===== src/rtl/split_drv_pkg.sv =====
// rtl/split_drv_pkg.sv - shared types, LFSR constants and candidate stepping for the split assignment driver
// Contents: drv_state_e (IDLE/RUN/DONE), LFSR_TAPS, DEF_LFSR_SEED, next_candidate().
package split_drv_pkg;

    typedef enum logic [1:0] {
        ST_IDLE = 2'd0,
        ST_RUN  = 2'd1,
        ST_DONE = 2'd2
    } drv_state_e;

    // Galois toggle mask for x^32 + x^22 + x^2 + x + 1 (right-shifting form).
    localparam logic [31:0] LFSR_TAPS     = 32'h8020_0003;
    localparam logic [31:0] DEF_LFSR_SEED = 32'hACE1_0001;

    // mode=1: one Galois LFSR step; mode=0: plain increment (counter order).
    function automatic logic [31:0] next_candidate(input logic mode, input logic [31:0] state);
        if (mode)
            return {1'b0, state[31:1]} ^ (state[0] ? LFSR_TAPS : 32'h0);
        else
            return state + 32'd1;
    endfunction

endpackage


===== src/rtl/split_assign_driver_if.sv =====
// rtl/split_assign_driver_if.sv - controller-side start/result bundle of the split assignment driver
// Signals: start, max_iter (controller -> driver), busy, res_valid/res_ready handshake,
// res_sat, res_vec, res_iter (result). master = solver controller, slave = driver.
interface split_assign_driver_if #(
    parameter int VEC_W = 512,
    parameter int CNT_W = 32
);
    logic             start;
    logic [CNT_W-1:0] max_iter;
    logic             busy;
    logic             res_valid;
    logic             res_ready;
    logic             res_sat;
    logic [VEC_W-1:0] res_vec;
    logic [CNT_W-1:0] res_iter;

    modport master (
        output start, max_iter, res_ready,
        input  busy, res_valid, res_sat, res_vec, res_iter
    );

    modport slave (
        input  start, max_iter, res_ready,
        output busy, res_valid, res_sat, res_vec, res_iter
    );
endinterface


===== src/rtl/split_drv_lfsr.sv =====
// rtl/split_drv_lfsr.sv - 32-bit Galois LFSR with seed load and step enable
// Ports: clk, rst (async, active-high), load (state <= SEED), step (advance one position),
// state (current 32-bit value). load has priority over step.
module split_drv_lfsr
    import split_drv_pkg::*;
#(
    parameter logic [31:0] SEED = DEF_LFSR_SEED
) (
    input  logic        clk,
    input  logic        rst,
    input  logic        load,
    input  logic        step,
    output logic [31:0] state
);

    logic [31:0] state_q;
    logic [31:0] state_d;

    always_comb begin
        state_d = state_q;
        if (load)
            state_d = SEED;
        else if (step)
            state_d = next_candidate(1'b1, state_q);
    end

    // Zero after reset is a lock-up value, but every search loads SEED first.
    always_ff @(posedge clk or posedge rst) begin
        if (rst)
            state_q <= '0;
        else
            state_q <= state_d;
    end

    assign state = state_q;

endmodule


===== src/rtl/split_assign_driver.sv =====
// rtl/split_assign_driver.sv - candidate generator and result collector for one split_* checker
// Ports: clk, rst (async, active-high); ctl (split_assign_driver_if.slave: start/max_iter in,
// busy and res_valid/res_ready/res_sat/res_vec/res_iter result handshake);
// assign_o (registered candidate to checker), chk_x_i (checker verdict for assign_o).
// Build option SPLIT_DRV_LFSR_EN: adds input mode and the LFSR candidate order (mode=1).
module split_assign_driver
    import split_drv_pkg::*;
#(
    parameter int VEC_W = 512,
    parameter int CNT_W = 32
`ifdef SPLIT_DRV_LFSR_EN
    , parameter logic [31:0] LFSR_SEED = DEF_LFSR_SEED
`endif
) (
    input  logic                 clk,
    input  logic                 rst,
`ifdef SPLIT_DRV_LFSR_EN
    input  logic                 mode,
`endif
    split_assign_driver_if.slave ctl,
    output logic [VEC_W-1:0]     assign_o,
    input  logic                 chk_x_i
);

    localparam logic [1:0] S_IDLE = ST_IDLE;
    localparam logic [1:0] S_RUN  = ST_RUN;
    localparam logic [1:0] S_DONE = ST_DONE;

    logic [1:0]       state_q,    state_d;
    logic [CNT_W-1:0] iter_q,     iter_d;
    logic [CNT_W-1:0] max_q,      max_d;
    logic [VEC_W-1:0] assign_q,   assign_d;
    logic             sat_q,      sat_d;
    logic [VEC_W-1:0] vec_q,      vec_d;
    logic [CNT_W-1:0] res_iter_q, res_iter_d;

`ifdef SPLIT_DRV_LFSR_EN
    localparam int NSL = (VEC_W + 31) / 32;

    logic        mode_q, mode_d;
    logic        lfsr_load;
    logic        lfsr_step;
    logic [31:0] lfsr_state;

    // Fill the bus with copies of the LFSR word; XOR with the slice index keeps
    // the copies from being identical so every variable sees different bits.
    function automatic logic [VEC_W-1:0] expand(input logic [31:0] s);
        logic [NSL*32-1:0] w;
        for (int j = 0; j < NSL; j++)
            w[j*32 +: 32] = s ^ 32'(j);
        return w[VEC_W-1:0];
    endfunction

    split_drv_lfsr #(.SEED(LFSR_SEED)) u_lfsr (
        .clk   (clk),
        .rst   (rst),
        .load  (lfsr_load),
        .step  (lfsr_step),
        .state (lfsr_state)
    );
`endif

    always_comb begin
        state_d    = state_q;
        iter_d     = iter_q;
        max_d      = max_q;
        assign_d   = assign_q;
        sat_d      = sat_q;
        vec_d      = vec_q;
        res_iter_d = res_iter_q;
`ifdef SPLIT_DRV_LFSR_EN
        mode_d     = mode_q;
        lfsr_load  = 1'b0;
        lfsr_step  = 1'b0;
`endif
        case (state_q)
            S_IDLE: begin
                if (ctl.start) begin
                    if (ctl.max_iter != '0) begin
                        state_d  = S_RUN;
                        iter_d   = '0;
                        max_d    = ctl.max_iter;
                        assign_d = '0;
`ifdef SPLIT_DRV_LFSR_EN
                        mode_d    = mode;
                        lfsr_load = 1'b1;
                        if (mode)
                            assign_d = expand(LFSR_SEED);
`endif
                    end else begin
                        // Empty search: report "no solution" without entering RUN.
                        state_d    = S_DONE;
                        sat_d      = 1'b0;
                        vec_d      = '0;
                        res_iter_d = '0;
                    end
                end
            end
            S_RUN: begin
                if (chk_x_i) begin
                    state_d    = S_DONE;
                    sat_d      = 1'b1;
                    vec_d      = assign_q;
                    res_iter_d = iter_q;
                end else if (iter_q == max_q - CNT_W'(1)) begin
                    state_d    = S_DONE;
                    sat_d      = 1'b0;
                    vec_d      = '0;
                    res_iter_d = max_q;
                end else begin
                    iter_d   = iter_q + CNT_W'(1);
                    assign_d = VEC_W'(iter_d);
`ifdef SPLIT_DRV_LFSR_EN
                    if (mode_q) begin
                        // lfsr_state is the word behind the current candidate,
                        // so the next candidate is built from its successor.
                        lfsr_step = 1'b1;
                        assign_d  = expand(next_candidate(1'b1, lfsr_state));
                    end
`endif
                end
            end
            S_DONE: begin
                if (ctl.res_ready)
                    state_d = S_IDLE;
            end
            default: state_d = S_IDLE;
        endcase
    end

    always_ff @(posedge clk or posedge rst) begin
        if (rst) begin
            state_q    <= S_IDLE;
            iter_q     <= '0;
            max_q      <= '0;
            assign_q   <= '0;
            sat_q      <= 1'b0;
            vec_q      <= '0;
            res_iter_q <= '0;
`ifdef SPLIT_DRV_LFSR_EN
            mode_q     <= 1'b0;
`endif
        end else begin
            state_q    <= state_d;
            iter_q     <= iter_d;
            max_q      <= max_d;
            assign_q   <= assign_d;
            sat_q      <= sat_d;
            vec_q      <= vec_d;
            res_iter_q <= res_iter_d;
`ifdef SPLIT_DRV_LFSR_EN
            mode_q     <= mode_d;
`endif
        end
    end

    assign assign_o      = assign_q;
    assign ctl.busy      = (state_q == S_RUN);
    assign ctl.res_valid = (state_q == S_DONE);
    assign ctl.res_sat   = sat_q;
    assign ctl.res_vec   = vec_q;
    assign ctl.res_iter  = res_iter_q;

endmodule


===== src/flat_wrapper.sv =====
// flat-port wrapper written by rule: the top's interface ports become plain ports
module split_assign_driver_flat import split_drv_pkg::*;
#(
    parameter int VEC_W = 512,
    parameter int CNT_W = 32

)
  (clk, rst, assign_o, chk_x_i, ctl_start, ctl_max_iter, ctl_res_ready, ctl_busy, ctl_res_valid, ctl_res_sat, ctl_res_vec, ctl_res_iter);
  split_assign_driver_if #(.VEC_W(VEC_W), .CNT_W(CNT_W)) ctl_i ();
  input  logic clk;
  input  logic rst;
  output logic [VEC_W-1:0] assign_o;
  input  logic chk_x_i;
  input wire logic [$bits(ctl_i.start)-1:0] ctl_start;
  input wire logic [$bits(ctl_i.max_iter)-1:0] ctl_max_iter;
  input wire logic [$bits(ctl_i.res_ready)-1:0] ctl_res_ready;
  output wire logic [$bits(ctl_i.busy)-1:0] ctl_busy;
  output wire logic [$bits(ctl_i.res_valid)-1:0] ctl_res_valid;
  output wire logic [$bits(ctl_i.res_sat)-1:0] ctl_res_sat;
  output wire logic [$bits(ctl_i.res_vec)-1:0] ctl_res_vec;
  output wire logic [$bits(ctl_i.res_iter)-1:0] ctl_res_iter;
  assign ctl_i.start = ctl_start;
  assign ctl_i.max_iter = ctl_max_iter;
  assign ctl_i.res_ready = ctl_res_ready;
  assign ctl_busy = ctl_i.busy;
  assign ctl_res_valid = ctl_i.res_valid;
  assign ctl_res_sat = ctl_i.res_sat;
  assign ctl_res_vec = ctl_i.res_vec;
  assign ctl_res_iter = ctl_i.res_iter;
  split_assign_driver #(.VEC_W(VEC_W), .CNT_W(CNT_W)) u_core (.clk(clk), .rst(rst), .ctl(ctl_i), .assign_o(assign_o), .chk_x_i(chk_x_i));
endmodule

===== config.mk =====
export PLATFORM = sky130hd
export DESIGN_NAME = split_assign_driver_flat
export DESIGN_NICKNAME = d
export VERILOG_FILES = /design/src/rtl/split_drv_pkg.sv /design/src/rtl/split_assign_driver_if.sv /design/src/rtl/split_drv_lfsr.sv /design/src/rtl/split_assign_driver.sv /design/src/flat_wrapper.sv
export SDC_FILE = /design/constraint.sdc
export NUM_CORES = 1
export LEC_CHECK = 0
export ABC_AREA = 1
export CORE_AREA = 2 2 429 431
export CTS_CLUSTER_DIAMETER = 80
export DETAILED_ROUTE_END_ITERATION = 7
export DIE_AREA = 0 0 431 433
export PLACE_DENSITY = 0.3
export SLEW_MARGIN = 30
export SYNTH_ARGS = -nofsm -noshare
export SYNTH_HDL_FRONTEND = slang
export SYNTH_SLANG_ARGS = --single-unit

===== constraint.sdc =====
create_clock -name clk -period 4.1 [get_ports clk]
set_input_delay 0.615 -clock clk [delete_from_list [all_inputs] [get_ports clk]]
set_output_delay 0.615 -clock clk [all_outputs]
set_load 0.005 [all_outputs]

After elaboration in Yosys (flattened, before gate mapping)
Cells that the tools add are included.
W data, S select, Z words.
- logic and storage cells: 57
- output and inout bits: 1059
- ROM bits: 0
- RAM bits: 0
- memories: 0
- latch bits: 0
- bits in registers: 1123
- $mul: 0
- divide/modulo/power cells: 0
- order comparisons: 0
- reduce and logical (&&, ||, !) cells: 7
- add/sub/neg operators: 2
- bitwise logic cells: 0
- shift operators: 0
- muxes and demuxes: 31
- equal/unequal tests: 10
- operators by type and width (operator ; count):
    $mux W512 ; 8
    $pmux W512 S2 ; 2
    $mux W32 ; 8
    $pmux W32 S2 ; 2
    $add A32 B1 Y32 const B ; 1
    $eq A32 B32 Y1 ; 1
    $reduce_bool A32 Y1 ; 1
    $sub A32 B1 Y32 const B ; 1
    $mux W2 ; 5
    $ne A2 B2 Y1 const B ; 5
    $pmux W2 S3 ; 1
    $reduce_and A3 Y1 ; 2
    $reduce_and A5 Y1 ; 1
    $mux W1 ; 4
    $reduce_and A4 Y1 ; 1
    $ne A3 B2 Y1 const B ; 1
    $eq A2 B1 Y1 const B ; 1
    $eq A2 B2 Y1 const B ; 1
    $logic_not A2 Y1 ; 1
    $ne A2 B1 Y1 const B ; 1
    $pmux W1 S2 ; 1
    $reduce_bool A2 Y1 ; 1

Logic depth before layout (Yosys ltp)
Gate-level depths: netlist of run 1.
- depth after elaboration: 5
- gate-level depth with buffers: 21
- depth with buffers taken out: 20

Least setup slack after synthesis of run 1
OpenSTA, ideal clock, no wires.
- path type: register to register
- start point: reg u_core.max_q[0]
- end point: reg u_core.res_iter_q[17] (netlist: u_core.ctl.res_iter[17])
- arrival time: 2.090 ns
- path buffers: 2
- data required time: 3.970 ns
- path slack: 1.880 ns
- cell stages (with the launch flop): 20
- period minus slack after synthesis: 2.220 ns
- setup time: 0.130 ns
- path through: dfrtp_1 > inv_1 > ha_1 > nand2_4 > nor2_8 > nand2_2 > nor2_1 > nor2_1 > nor2_1 > nand2_1 > nor2_1 > nand2_1 > nor2_1 > nand2_1 > nand2_2 > nand2_2 > buf_6 > buf_6 > nand2_1 > o21ai_1
- cells in the longest elaborated chain, start to end: 4
- RTL lines (what ; line ; source):
    from (decl) ; split_assign_driver.sv:31 ; logic [CNT_W-1:0] max_q, max_d;
    from (signal assigned) ; split_assign_driver.sv:146 ; max_q <= max_d;
    $sub A32 B1 Y32 ; split_assign_driver.sv:105 ; end else if (iter_q == max_q - CNT_W'(1)) begin
    $eq A32 B32 Y1 ; split_assign_driver.sv:105 ;
    $ne A3 B2 Y1 (no line) ; - ;
    $reduce_and A4 Y1 (no line) ; - ;
    to (signal assigned) ; split_assign_driver.sv:150 ; res_iter_q <= res_iter_d;
    to (decl) ; split_assign_driver.sv:35 ; logic [CNT_W-1:0] res_iter_q, res_iter_d;
No other way between the ends.
A chain may end at the register's enable or synchronous reset.

Worst setup path in the final report of run 1
- start point: reg u_core.max_q[9]
- end point: reg u_core.res_iter_q[27] (netlist: u_core.ctl.res_iter[27])
Same word-level chain as after synthesis.

==> results of run 1 <==
[flip-flops by register name (all words and copies together), names as in the netlist]
signal / cells
u_core.assign_o: 32
u_core.ctl.res_iter: 32
u_core.ctl.res_vec: 32
u_core.max_q: 32
u_core.state_q: 2
u_core.ctl.res_sat: 1
[worst max-delay path, delay by kind of cell, from the launching register on]
family	cells	cell delay, ns
flops	1	0.51
simple gates	12	1.76
compound gates	2	0.23
buf+inv	1	0.30
[power groups by stage]
stage               sequential [µW]  combinational [µW]  clock (µW)
floorplan                      1920                2250           0
global placement               2140                2850           0
detailed placement             2140                2840           0
CTS                            2120                2850        1960
global route                   2150                3090        2000
finish                         2090                2740        1880
[area by class of cell]
| class | instances | area, µm² | area share, % |
|---|---|---|---|
| sequential | 131 | 3278 | 20.11 |
| antenna | 5 | 12.51 | 0.07677 |
| inverter | 85 | 322.8 | 1.981 |
| timing repair buffer | 151 | 1541 | 9.458 |
| clock buffer | 32 | 691.9 | 4.245 |
| tap | 2385 | 2984 | 18.31 |
| multi-input combinational | 1742 | 7437 | 45.63 |
| clock inverter | 1 | 30.03 | 0.1842 |
[logic make-up (layout without fill, tap and decap cells)]
kind of cell,count (synthesis),count (layout),share of synthesized area (%)
fa+ha+maj,2,2,0.1685
buf+inv,1089,269,52.11
simple gates,589,589,16.61
mux,25,25,1.896
other cells,1,965,0.02525
xor+xnor,54,54,3.185
compound gates,112,112,3.927
flops,131,131,22.08
[per-stage QoR]
step	instances	hold slack (ns)
2_1_floorplan	2962	0.4654
3_3_place_gp	4493	0.4719
3_5_place_dp	4493	0.4762
4_1_cts	4526	0.4891
5_1_grt	4531	0.5068
6_report	4532	0.4795
[metal layers]
| layer | vias to the layer above | part of all wire, % | global-route usage, % |
|---|---|---|---|
| li1 | 4550 | - | - |
| met1 | 4537 | 33 | 5.367 |
| met2 | 451 | 61 | 11.81 |
| met3 | 40 | 4.5 | 1.030 |
| met4 | 0 | 1.9 | 1.737 |
| met5 | - | 0 | 0 |
[cell usage in the layout (no fill, tap or decap), drive strengths merged, types with 2 or more instances in the layout]
cell type	Yosys	layout
o21ai	69	69
nor3	18	18
nand4	17	17
conb	1	960
mux2	25	25
diode	0	5
nor4	13	13
xnor2	12	12
nand3b	4	4
nand3	50	50
clkdlybuf4s50	0	135
buf	977	16
xor2	42	42
inv	85	84
nor2	177	177
clkbuf	27	32
nand2	307	307
a21oi	40	40
ha	2	2
o21bai	2	2
dfrtp	131	131
[final timing paths]
| path | start | end | slack [ns] | cells after the start |
|---|---|---|---|---|
| worst min register to register | u_core.ctl.res_iter[28]$_DFFE_PP0P_ | u_core.ctl.res_iter[28]$_DFFE_PP0P_ | 0.48 | 2 |
| worst max register to register | u_core.max_q[9]$_DFFE_PP0P_ | u_core.ctl.res_iter[27]$_DFFE_PP0P_ | 1.07 | 15 |
| min in group asynchronous | rst | u_core.ctl.res_sat$_DFFE_PP0P_ | 0.65 | 3 |
| worst max-delay path | u_core.max_q[9]$_DFFE_PP0P_ | u_core.ctl.res_iter[27]$_DFFE_PP0P_ | 1.07 | 15 |
| max in group asynchronous | rst | u_core.ctl.res_vec[31]$_DFFE_PP0P_ | 2.52 | 4 |
| worst min-delay path | u_core.ctl.res_iter[28]$_DFFE_PP0P_ | u_core.ctl.res_iter[28]$_DFFE_PP0P_ | 0.48 | 2 |
==> run_results.csv, run 1 <==
group,metric,value,unit
synth,ys_top_cells_by_area,"buf_4 (49%), dfrtp_1 (22%), nand2_1 (7.5%), nor2_1 (4.3%), xor2_1 (2.5%)",
setup_path,cp_data_arrival_time,3.39,ns
floorplanning,rows,157,
synth,synth-seq-cells,131,
sta,drv_slew,0,
power_and_ir_drop,power_frac_seq,31.1,%
run,drv_cap,0,
setup_path,cp.required,4.46,ns
floorplanning,dieArea,186600,µm²
clocking,ctsResizeCount,0,
floorplanning,dieHeight,433,µm
sta,worst_pin_slew,0.7031,ns
global_route,antenna_found_initial,7,
clocking,clk_pin_slew_worst_paths,0.06,ns
power_and_ir_drop,switching_share,43.77,%
clocking,numCtsBuffers,25,
synth,yosys.area.top_type,"buf_4",
layout,nets,2175,
placed_design,numPortBuffers,135,
clocking,cts_hold_buf,0,
outcome,status,"finished, final reports clean",
sta,max_freq,330.1,MHz
detailed_routing,num_vias,9578,
layout,syn2layout_area_growth,9.757,%
placed_design,dp_slack,0.8226,ns
layout,post-route-util,8.950,%
clocking,tritoncts,"built",
setup_path,cp_common_cell,"nand2_1",
detailed_routing,antenna_left,0,
sta,setup_viol,0,
synth,synth_area_per_cell,7.414,µm²
synth,synthDominantCellAreaShare,48.69,%
synth,synth_edf_count,0,
detailed_routing,wire_per_inst,12.51,µm
sta,fin_crit_sh,73.88,%
global_route,grtUsageTotal,5.623,%
sta,fin_ws,1.071,ns
power_and_ir_drop,total_power,6712,µW
setup_path,cp_slowest_cell,"dfrtp_1",
synth,synth_most_common_cell,"buf_4",
setup_path,end_kind,"flop",
detailed_routing,drt_iter0_drc,411,
clocking,clkLatencyLatePin,0.51,ns
synth,synth.distinct_cells,33,
setup_path,crit_type,"flop to flop",
setup_path,cp_cell_sequence,"nor2_1 > nand2_1 > nor2_2 > nand2_1 > o21ai_1 > nand2_1 > nor2_1 > nand2_1 > nor2_1 > nand2_1 > nand2_2 > nand2_2 > buf_4 > nand2_1 > o21ai_0",
layout,nFillCells,21304,
global_route,grt_pass1_vias,7903,
placed_design,dp_hpwl,48090,µm
sta,final.setup.tns,0,ns
clocking,cts_root_buffer,"clkbuf_16",
power_and_ir_drop,p_leak,0.007403,µW
floorplanning,fp.coreArea,182100,µm²
floorplanning,die_w,431,µm
floorplanning,start_util,8.155,%
global_route,grt_overflow,0,
synth,synth_common_cells,"buf_4 (963), nand2_1 (298), nor2_1 (169)",
layout,final_layout_size_suffix_gt1_share,4.528,%
synth,synthFlopType,"dfrtp_1",
layout,postLayoutCellArea,16300,µm²
synth,async_flop_share,100.0,%
sta,period_needed,3.029,ns
sta,finClkSkew,0.02601,ns
global_route,grt_pass1_wl,70470,µm
clocking,cts.sinks,131,
synth,netlist_instances,2003,
detailed_routing,vias_per_cell,2.113,
clocking,cts_buffer_depth,3,
floorplanning,io_pins,1096,
sta,hold_viol_final,0,
synth,syn-cell-area,14850,µm²
placed_design,placed_area,15540,µm²
setup_path,max_stage_delay,0.51,ns
power_and_ir_drop,combPwrFrac,40.9,%
global_route,grt_start_max_net_pins,132,
clocking,post-cts-setup-buffers,0,
detailed_routing,drc,0,
power_and_ir_drop,clkPwrFrac,28.0,%
power_and_ir_drop,cellPowerDensity,411.8,nW/µm²
power_and_ir_drop,power.internal,3774,µW
placed_design,gp_congestion,0.7886,
clocking,htreeDepth,4,
detailed_routing,dr.pass1.iters,4,
detailed_routing,wirelength,56690,µm
worst_hold_path,hold_path.class,"flop to flop",
setup_path,crit_path_max_fanout,56,
sta,relSlewSlack,52.77,%
synth,yosysSeqAreaShare,22.08,%
synth,ys_warn_count,0,
power_and_ir_drop,ir_drop,255.0,µV
setup_path,setup.worst_path.start_class,"flop",
sta,rsz0062_at_grt,"no",
power_and_ir_drop,switchingPower,2938,µW
Note: power is estimated with default switching activity, not from simulation.
==> inputs of run 2 (changes only) <==
clock period = 2.6 ns   (was 4.1 ns; I/O delays follow)
==> run_results.csv, run 2 (synthesis gave the netlist of run 1 again) <==
group,metric,value,unit
sta,max_freq,386.9,MHz
placed_design,gp_congestion,0.7626,
floorplanning,fp.coreArea,182100,µm²
worst_hold_path,hold_path.class,"input port to asynchronous set/reset pin",
floorplanning,dieArea,186600,µm²
sta,setup_viol,0,
sta,drv_slew,0,
outcome,status,"finished, final reports clean",
clocking,cts_root_buffer,"clkbuf_16",
layout,final_layout_size_suffix_gt1_share,12.09,%
clocking,clk_pin_slew_worst_paths,0.07,ns
power_and_ir_drop,total_power,11640,µW
layout,num_antenna_cells,0,
layout,final_common_cell,"conb_1",
setup_path,cp.required,3.00,ns
placed_design,numPortBuffers,135,
global_route,antenna_found_initial,6,
clocking,tritoncts,"built",
clocking,cts_buffer_depth,2,
setup_path,setup.worst_path.start_class,"flop",
global_route,grt_pass1_wl,74580,µm
setup_path,crit_type,"flop to flop",
clocking,htreeDepth,4,
layout,syn2layout_area_growth,18.17,%
sta,rsz0062_at_grt,"yes",
setup_path,end_kind,"flop",
global_route,grt_start_max_net_pins,57,
setup_path,cp_data_arrival_time,2.98,ns
detailed_routing,drt_iter0_drc,356,
detailed_routing,dr.pass1.iters,4,
layout,layout_common_cells,"conb_1 (960), nand2_1 (292), nor2_1 (152), buf_4 (140), clkdlybuf4s50_1 (135)",
detailed_routing,antenna_left,0,
floorplanning,die_w,431,µm
sta,period_needed,2.584,ns
layout,nets,2309,
run,drv_cap,0,
detailed_routing,wire_per_inst,12.79,µm
sta,fin_crit_sh,99.40,%
sta,finClkSkew,0.01787,ns
detailed_routing,num_vias,10107,
power_and_ir_drop,ir_drop,414.9,µV
sta,whs,0.3269,ns
detailed_routing,drc,0,
floorplanning,dieHeight,433,µm
setup_path,crit_path_max_fanout,7,
clocking,cts.sinks,131,
global_route,grtUsageTotal,5.929,%
floorplanning,start_util,8.155,%
clocking,numCtsBuffers,17,
detailed_routing,vias_per_cell,2.165,
sta,final.setup.tns,0,ns
floorplanning,rows,157,
sta,hold_viol_final,0,
clocking,clkLatencyLatePin,0.47,ns
global_route,grt_overflow,0,
power_and_ir_drop,p_leak,0.008129,µW
floorplanning,io_pins,1096,
global_route,grt_pass1_vias,8654,
placed_design,dp_hpwl,50500,µm
detailed_routing,wirelength,59710,µm
power_and_ir_drop,cellPowerDensity,663.4,nW/µm²
[run 2: cell count changes in the layout (fill, tap and decap cells not counted), sizes merged]
cell | before | now
buf | 16 | 154
clkinv | 0 | 5
clkinvlp | 1 | 3
diode | 5 | 0
inv | 84 | 87
bufinv | 1 | 2
clkbuf | 32 | 24
[run 2: worst max-delay path: stages, from the launching register on]
cell	delay, ns
dfrtp_1	0.43
inv_2	0.10
ha_4	0.16
nand2_4	0.10
nor2_8	0.21
nand3_1	0.12
nor2_1	0.13
xor2_1	0.17
nand2_1	0.10
nor2_2	0.16
nand2_2	0.14
nand2_4	0.14
nand2_4	0.08
nand2_4	0.16
clkbuf_16	0.20
nand2_1	0.05
nand2_1	0.05
[run 2: power by group]
part	total, µW	switching [µW]	internal (µW)
Sequential	3200	630	2570
Combinational	5900	3450	2450
Clock	2540	1100	1440
[run 2: final timing paths]
kind                       slack, ns                                  to                               from  depth (start not counted)
max reg2reg                     0.02      u_core.assign_o[9]$_DFFE_PP0P_        u_core.max_q[1]$_DFFE_PP0P_                         16
max in group asynchronous       1.54         u_core.max_q[5]$_DFFE_PP0P_                                rst                          3
min in group clk                0.47       u_core.state_q[1]$_DFFE_PP0P_                      ctl_res_ready                          2
max                             0.02      u_core.assign_o[9]$_DFFE_PP0P_        u_core.max_q[1]$_DFFE_PP0P_                         16
min reg2reg                     0.49   u_core.ctl.res_vec[5]$_DFFE_PP0P_  u_core.ctl.res_vec[5]$_DFFE_PP0P_                          2
min                             0.33  u_core.ctl.res_iter[1]$_DFFE_PP0P_                                rst                          2
[run 2: cell type report]
type	instances	area [µm²]
clock buffer	20	446.7
clock inverter	12	130.1
fill	21291	164600
inverter	85	322.8
multi-input combinational	1742	7622
sequential	131	3286
tap	2385	2984
timing repair buffer	293	2755
[run 2: per-stage QoR]
stage,utilization [%],area [µm²],cells,setup slack (ns)
after floorplan,-,18450,2962,0.3800
after detailed placement,9.106,16580,4626,-0.6602
after global placement,9.106,16580,4626,-0.7965
final,9.636,17550,4668,0.01551
after global routing,9.636,17550,4668,-0.1770
after CTS,9.521,17340,4661,-0.01539
[run 2: what timing repair did]
action                     CTS  global route
gates resized for setup     40            29
cloned                       1             5
setup buffers                2             2
hold buffers                 0             0
hold endpoints to repair     0             0
setup endpoints to repair  131           101
pin swaps                    3             8
[run 2: metal layers]
metal  GRT usage (%)  up-vias  routed length [µm]
li1                -     4842                   -
met1           5.824     4779               19900
met2           12.34      445               35960
met3           1.071       41                2606
met4           1.645        0                1251
met5               0        -                   0
